$ cat src/rtl/ps2_pkg.sv
// Shared definitions for the PS/2 event FIFO: register addresses,
// KBSTATUS bit layout and the buffered event entry format.
package ps2_pkg;

   localparam logic [7:0] ADDR_SCANCODE = 8'h04;
   localparam logic [7:0] ADDR_KBSTATUS = 8'h05;
   localparam logic [7:0] ADDR_FIFOCNT  = 8'h06;

   localparam int BIT_BSY = 7;
   localparam int BIT_OVF = 6;
   localparam int BIT_ERR = 3;
   localparam int BIT_RLS = 2;
   localparam int BIT_EXT = 1;
   localparam int BIT_PEN = 0;

   localparam int ENTRY_W = 10;

   typedef struct packed {
      logic       released;
      logic       extended;
      logic [7:0] code;
   } ps2_entry_t;

endpackage

$ cat src/rtl/ps2_sync_fifo.sv
// Synchronous first-word-fall-through FIFO with flush; a push into a full
// FIFO is accepted only when a pop frees the slot in the same cycle.
module ps2_sync_fifo #(
   parameter int DEPTH = 16,
   parameter int WIDTH = 10
) (
   input  logic                       clk,
   input  logic                       rst,
   input  logic                       push,
   input  logic                       pop,
   input  logic                       flush,
   input  logic [WIDTH-1:0]           wdata,
   output logic [WIDTH-1:0]           head,
   output logic                       full,
   output logic                       empty,
   output logic                       overflow,
   output logic [$clog2(DEPTH):0]     count
);

   localparam int AW = $clog2(DEPTH);

   logic [WIDTH-1:0] mem [DEPTH];
   logic [AW-1:0]    wptr;
   logic [AW-1:0]    rptr;
   logic             do_push;
   logic             do_pop;

   assign empty    = (count == '0);
   assign full     = (count == (AW+1)'(DEPTH));
   assign do_pop   = pop && !empty && !flush;
   assign do_push  = push && (!full || do_pop) && !flush;
   assign overflow = push && full && !do_pop && !flush;
   assign head     = mem[rptr];

   always_ff @(posedge clk) begin
      if (do_push) mem[wptr] <= wdata;
   end

   always_ff @(posedge clk) begin
      if (rst || flush) begin
         wptr  <= '0;
         rptr  <= '0;
         count <= '0;
      end else begin
         if (do_push) wptr <= wptr + AW'(1);
         if (do_pop)  rptr <= rptr + AW'(1);
         case ({do_push, do_pop})
            2'b10:   count <= count + (AW+1)'(1);
            2'b01:   count <= count - (AW+1)'(1);
            default: count <= count;
         endcase
      end
   end

endmodule

$ cat src/rtl/ps2_event_fifo.sv
// Buffers decoded PS/2 keyboard events and exposes them to the CPU through
// the SCANCODE (pop), KBSTATUS (status/flush) and FIFOCNT registers.
module ps2_event_fifo
   import ps2_pkg::*;
#(
   parameter int         DEPTH    = 16,
   parameter logic [7:0] SCANCODE = ADDR_SCANCODE,
   parameter logic [7:0] KBSTATUS = ADDR_KBSTATUS,
   parameter logic [7:0] FIFOCNT  = ADDR_FIFOCNT
) (
   input  logic       clk,
   input  logic       rst,
   input  logic       kb_interrupt,
   input  logic [7:0] scancode,
   input  logic       extended,
   input  logic       released,
   input  logic       ps2busy,
   input  logic       kberror,
   input  logic [7:0] zxuno_addr,
   input  logic       zxuno_regrd,
   input  logic       zxuno_regwr,
   input  logic [7:0] din,
   output logic [7:0] scancode_dout,
   output logic [7:0] kbstatus_dout,
   output logic [7:0] fifocnt_dout,
   output logic       oe_n_scancode,
   output logic       oe_n_kbstatus,
   output logic       oe_n_fifocnt
);

   localparam int AW = $clog2(DEPTH);

   logic             sc_sel, st_sel;
   logic             sc_rd_q, st_rd_q;
   logic             pop, ovf_clr, flush;
   logic             ovf;
   logic             full, empty, overflow;
   logic [AW:0]      count;
   ps2_entry_t       wr_entry;
   ps2_entry_t       head;
   logic [7:0]       status_next, status_idle;
   logic             din_unused;

   assign sc_sel        = (zxuno_addr == SCANCODE) && zxuno_regrd;
   assign st_sel        = (zxuno_addr == KBSTATUS) && zxuno_regrd;
   assign oe_n_scancode = ~sc_sel;
   assign oe_n_kbstatus = ~st_sel;
   assign oe_n_fifocnt  = ~((zxuno_addr == FIFOCNT) && zxuno_regrd);

   // A read access may hold regrd for many cycles; its side effect fires once,
   // on the first cycle after the enable drops.
   assign pop     = sc_rd_q && !sc_sel;
   assign ovf_clr = st_rd_q && !st_sel;
   assign flush   = zxuno_regwr && (zxuno_addr == KBSTATUS) && din[0];
   assign din_unused = ^din[7:1];

   assign wr_entry = '{released: released, extended: extended, code: scancode};

   ps2_sync_fifo #(.DEPTH(DEPTH), .WIDTH(ENTRY_W)) u_fifo (
      .clk      (clk),
      .rst      (rst),
      .push     (kb_interrupt),
      .pop      (pop),
      .flush    (flush),
      .wdata    (wr_entry),
      .head     (head),
      .full     (full),
      .empty    (empty),
      .overflow (overflow),
      .count    (count)
   );

   always_comb begin
      status_idle          = '0;
      status_idle[BIT_BSY] = ps2busy;
      status_idle[BIT_ERR] = kberror;
      status_next          = status_idle;
      status_next[BIT_OVF] = ovf;
      status_next[BIT_RLS] = !empty && head.released;
      status_next[BIT_EXT] = !empty && head.extended;
      status_next[BIT_PEN] = !empty;
   end

   always_ff @(posedge clk) begin
      if (rst) begin
         sc_rd_q       <= 1'b0;
         st_rd_q       <= 1'b0;
         ovf           <= 1'b0;
         scancode_dout <= 8'h00;
         kbstatus_dout <= status_idle;
         fifocnt_dout  <= 8'h00;
      end else begin
         sc_rd_q <= sc_sel;
         st_rd_q <= st_sel;
         if (overflow)     ovf <= 1'b1;
         else if (ovf_clr) ovf <= 1'b0;
         scancode_dout <= empty ? 8'h00 : head.code;
         kbstatus_dout <= status_next;
         // A full 256-deep FIFO wraps to 8'h00 here; PEN still reports data.
         fifocnt_dout  <= 8'(count);
      end
   end

endmodule

$ cat config.mk
export PLATFORM = sky130hd
export DESIGN_NAME = ps2_event_fifo
export DESIGN_NICKNAME = d
export VERILOG_FILES = /design/src/rtl/ps2_pkg.sv /design/src/rtl/ps2_sync_fifo.sv /design/src/rtl/ps2_event_fifo.sv
export SDC_FILE = /design/constraint.sdc
export NUM_CORES = 1
export LEC_CHECK = 0
export BUFFER_PORTS_ARGS = -buffer_cell sky130_fd_sc_hd__buf_2
export CAP_MARGIN = 20
export CORE_ASPECT_RATIO = 0.5
export CORE_UTILIZATION = 24
export CTS_BUF_LIST = sky130_fd_sc_hd__clkbuf_2
export DETAILED_ROUTE_END_ITERATION = 10
export GPL_TIMING_DRIVEN = 0
export HOLD_SLACK_MARGIN = 0.15
export PLACE_DENSITY = 0.37
export SLEW_MARGIN = 20
export SYNTH_ARGS = -nofsm -noshare
export SYNTH_HDL_FRONTEND = slang
export SYNTH_SLANG_ARGS = --single-unit
$ cat constraint.sdc
create_clock -name clk -period 7.91 [get_ports clk]
set_input_delay 0.3955 -clock clk [delete_from_list [all_inputs] [get_ports clk]]
set_output_delay 0.3955 -clock clk [all_outputs]
set_load 0.02 [all_outputs]
==> impl_metrics.yaml <==
outcome:
  status: "finished clean"
setup_path:
  critPathMaxStageDelay_ns: 0.59
  endpoint: "u_fifo.count[4]"
  cp_max_fo: 11
  cp-end-kind: "flop"
  setup.worst_path.start: "zxuno_addr[4]"
  path_cells: "dlygate4sd3_1, buf_2, or4b_4, dlygate4sd3_1, nor3_1, or2_1, buf_6, buf_8, ha_1, clkbuf_1, xor2_1, ha_1, a211o_1, a21oi_1, a211oi_1, or3_1, a21oi_1"
  reg2reg_depth: 16
  rrSetupSlack_ns: 4.29
  cp-start-kind: "input pin"
  worst_r2r_startpoint: "u_fifo.count[1]"
  crit_slowest_cell: "dlygate4sd3_1"
  cp.required_ns: 8.68
  criticalPathCategory: "input pin to flop"
  reg2reg_to: "u_fifo.count[4]"
  cp.arrival_ns: 4.88
timing:
  max_slew_margin_pct: 35.2
  rsz0062_at_grt: "false"
  tns_ns: 0
  report.final.slew_viol_count: 0
  worst_slew_pin_slew_ns: 0.972
  fmax_ghz: 0.244
  finalCritPeriodShare_pct: 51.9
  fin_skew_ns: 0.0463
  period_minus_slack_ns: 4.11
  hold_ws_ns: 0.332
  fin_ws_ns: 3.80
  finalSetupViolations: 0
  hold_viol_final: 0
min_path:
  min_from: "zxuno_addr[3]"
  hp-class: "input pin to flop"
clock_tree:
  insertion_delay_ns: 0.82
  cts_buffers: 17
  cts_buffer_depth: 2
  htreeDepth: 4
  cts_tree: "done"
  clk_pin_slew_ns: 0.28
  root_buffer: "clkbuf_2"
  cts_sinks: 199
power:
  power.total_mw: 1.72
  ir_drop_v: 0.0000722
  power.density_nw_per_um2: 186
  power.leakage_nw: 3.01
grt:
  grt_first_pass_wirelength_um: 27600
  gr-usage-all-layers_pct: 11.6
  grt_pass1_vias: 4395
  grt_overflow_total: 0
  grt_max_degree: 19
  antenna_found_initial: 1
routing:
  vias: 4147
  drtIter0Drc: 319
  drt_first_pass_iters: 5
  wl_per_cell_um: 18.0
  post-route-drc-count: 0
  totalWireLength_um: 18100
  antenna_left: 0
  via_per_inst: 4.13
placed_design:
  pre_cts_ws_ns: 3.87
  gp_congestion: 0.690
  dpl.cell_count: 941
  place_area_sq_um: 8760
  io_buffers: 47
  dp_hpwl_um: 12500
yosys:
  synth_cells: 442
  yosysTopAreaCell: "edfxtp_1"
  synth_top_family_by_area: "multiplexers"
  synth_xor_area_share_pct: 0.900
  synthFlopType: "edfxtp_1"
  synth-simple-area-share_pct: 6.39
  async_reset_ff_share_pct: 0
  yosys_warnings: 0
  synthesis.area_sq_um: 7790
  synth_fa_ha_area_share_pct: 1.45
  synth_edf_count: 160
  syn_area_per_cell_sq_um: 17.6
  yosysSeqAreaShare_pct: 71.7
  synth_compound_area_share_pct: 3.89
  yosys-mux-area-fraction_pct: 13.2
  synth_top_area_share_pct: 61.7
  ys_ff_latch: 199
  synthTopCellsByArea: "edfxtp_1 62%, mux4_2 12%, dfxtp_1 10%, a211oi_1 2.1%, mux2i_1 1.7%"
  yosysUniqueCellTypes: 43
final_layout:
  final_nets: 600
  finalInstanceArea_sq_um: 9270
  area_growth_pct: 19.0
  drive_gt1_share_pct: 29.2
  fin_cells: 1004
  final_core_util_pct: 29.1
floorplanning:
  coreArea_sq_um: 31800
  io_pins: 60
  fp.dieW_um: 257
  placementRows: 46
  initial_core_util_pct: 24.5
  die_area_sq_um: 33200
  die_h_um: 129
run:
  drv_cap: 0
==> synthesized netlist by cell type (all sizes together), types with 2 or more instances <==
master and count:
nand2 13, mux4 40, nor2 21, o211ai 2, edfxtp 160, inv 4, ha 9, dfxtp 39
or3 3, a211oi 22, xnor2 4, a21oi 7, nor4b 4, nand3 9, clkbuf 17, nor2b 19
or2 2, mux2i 13, xor2 4, o21ai 5, or4 2, nor3 12, or3b 2, nand2b 2
buf 16
==> where the power goes <==
part | internal [mW] | switching (mW)
clock network | 0.0923 | 0.370
registers | 1.15 | 0.00549
logic | 0.0413 | 0.0623
total | 1.28 | 0.438
==> flip-flops by register name, indices dropped and copies added, names as in the netlist, named ones only <==
register       cells
fifocnt_dout       5
kbstatus_dout      6
ovf                1
sc_rd_q            1
scancode_dout      8
st_rd_q            1
u_fifo.count       5
u_fifo.mem       160
u_fifo.rptr        4
u_fifo.wptr        4
==> metal layers <==
layer	wire length, um	track usage [%]	part of all wire, %	vias up
met5	0	0	0	-
met4	227	4.13	1.3	0
met3	465	2.64	2.6	14
met2	8240	18.1	46	57
met1	9150	15.9	51	2119
li1	-	-	-	1957
==> final cells by class <==
class,count,area (sq um)
repair buffers,93,641
flip-flops and latches,199,5590
clock inverters,15,123
plain buffers,33,170
clock buffers,17,85.1
multi-input cells,210,2110
diodes,1,2.50
fillers,3229,22600
well taps,432,541
inverters,4,15.0
==> critical path: cells and delay by family <==
family	cells	cell delay (ns)
and+or+nand+nor	4	1.42
AOI/OAI and AO/OA	4	0.66
adders and majority gates	2	0.40
xor gates and xnor gates	1	0.12
buffers and inverters	6	1.88
==> worst min path at each step <==
| stage | cells past startpoint | endpoint | slack (ns) |
|---|---|---|---|
| 2_1_floorplan | 0 | kbstatus_dout[3] | 0.42 |
| 3_3_place_gp | 2 | ovf | 0.47 |
| 3_5_place_dp | 2 | ovf | 0.49 |
| 4_1_cts | 6 | u_fifo.wptr[0] | 0.19 |
| 5_1_grt | 6 | u_fifo.rptr[2] | 0.23 |
| 6_report | 6 | u_fifo.wptr[0] | 0.33 |
==> cell families (layout without fill, tap and decap cells) <==
group / after synthesis / count (layout)
flip-flops: 199 / 199
AND/OR/NAND/NOR: 93 / 93
multiplexers: 53 / 53
AO/OA/AOI/OAI: 42 / 42
buffers and inverters: 37 / 162
adder cells (fa/ha/maj): 9 / 9
XOR/XNOR: 8 / 8
other: 1 / 6
==> what timing repair did <==
item | 4_1_cts | 5_1_grt
setup buffers | 0 | 0
endpoints found under the hold margin | 178 | 0
endpoints found under the setup margin | 0 | 0
resized for setup | 0 | 0
hold buffers | 30 | 0
==> cell usage in the layout (no fill, tap or decap), types with 5 or more instances in the layout <==
| cell type | n |
|---|---|
| edfxtp_1 | 160 |
| mux4_2 | 40 |
| nor2_1 | 17 |
| buf_2 | 60 |
| nor2b_1 | 19 |
| a21oi_1 | 7 |
| clkbuf_2 | 17 |
| dlygate4sd3_1 | 30 |
| nand2_1 | 13 |
| buf_4 | 15 |
| nor3_2 | 8 |
| conb_1 | 5 |
| dfxtp_1 | 39 |
| nand3_1 | 9 |
| clkbuf_1 | 17 |
| ha_1 | 9 |
| a211oi_1 | 22 |
| mux2i_1 | 13 |
| clkinv_4 | 5 |
Power figures use the tool's default switching activity.
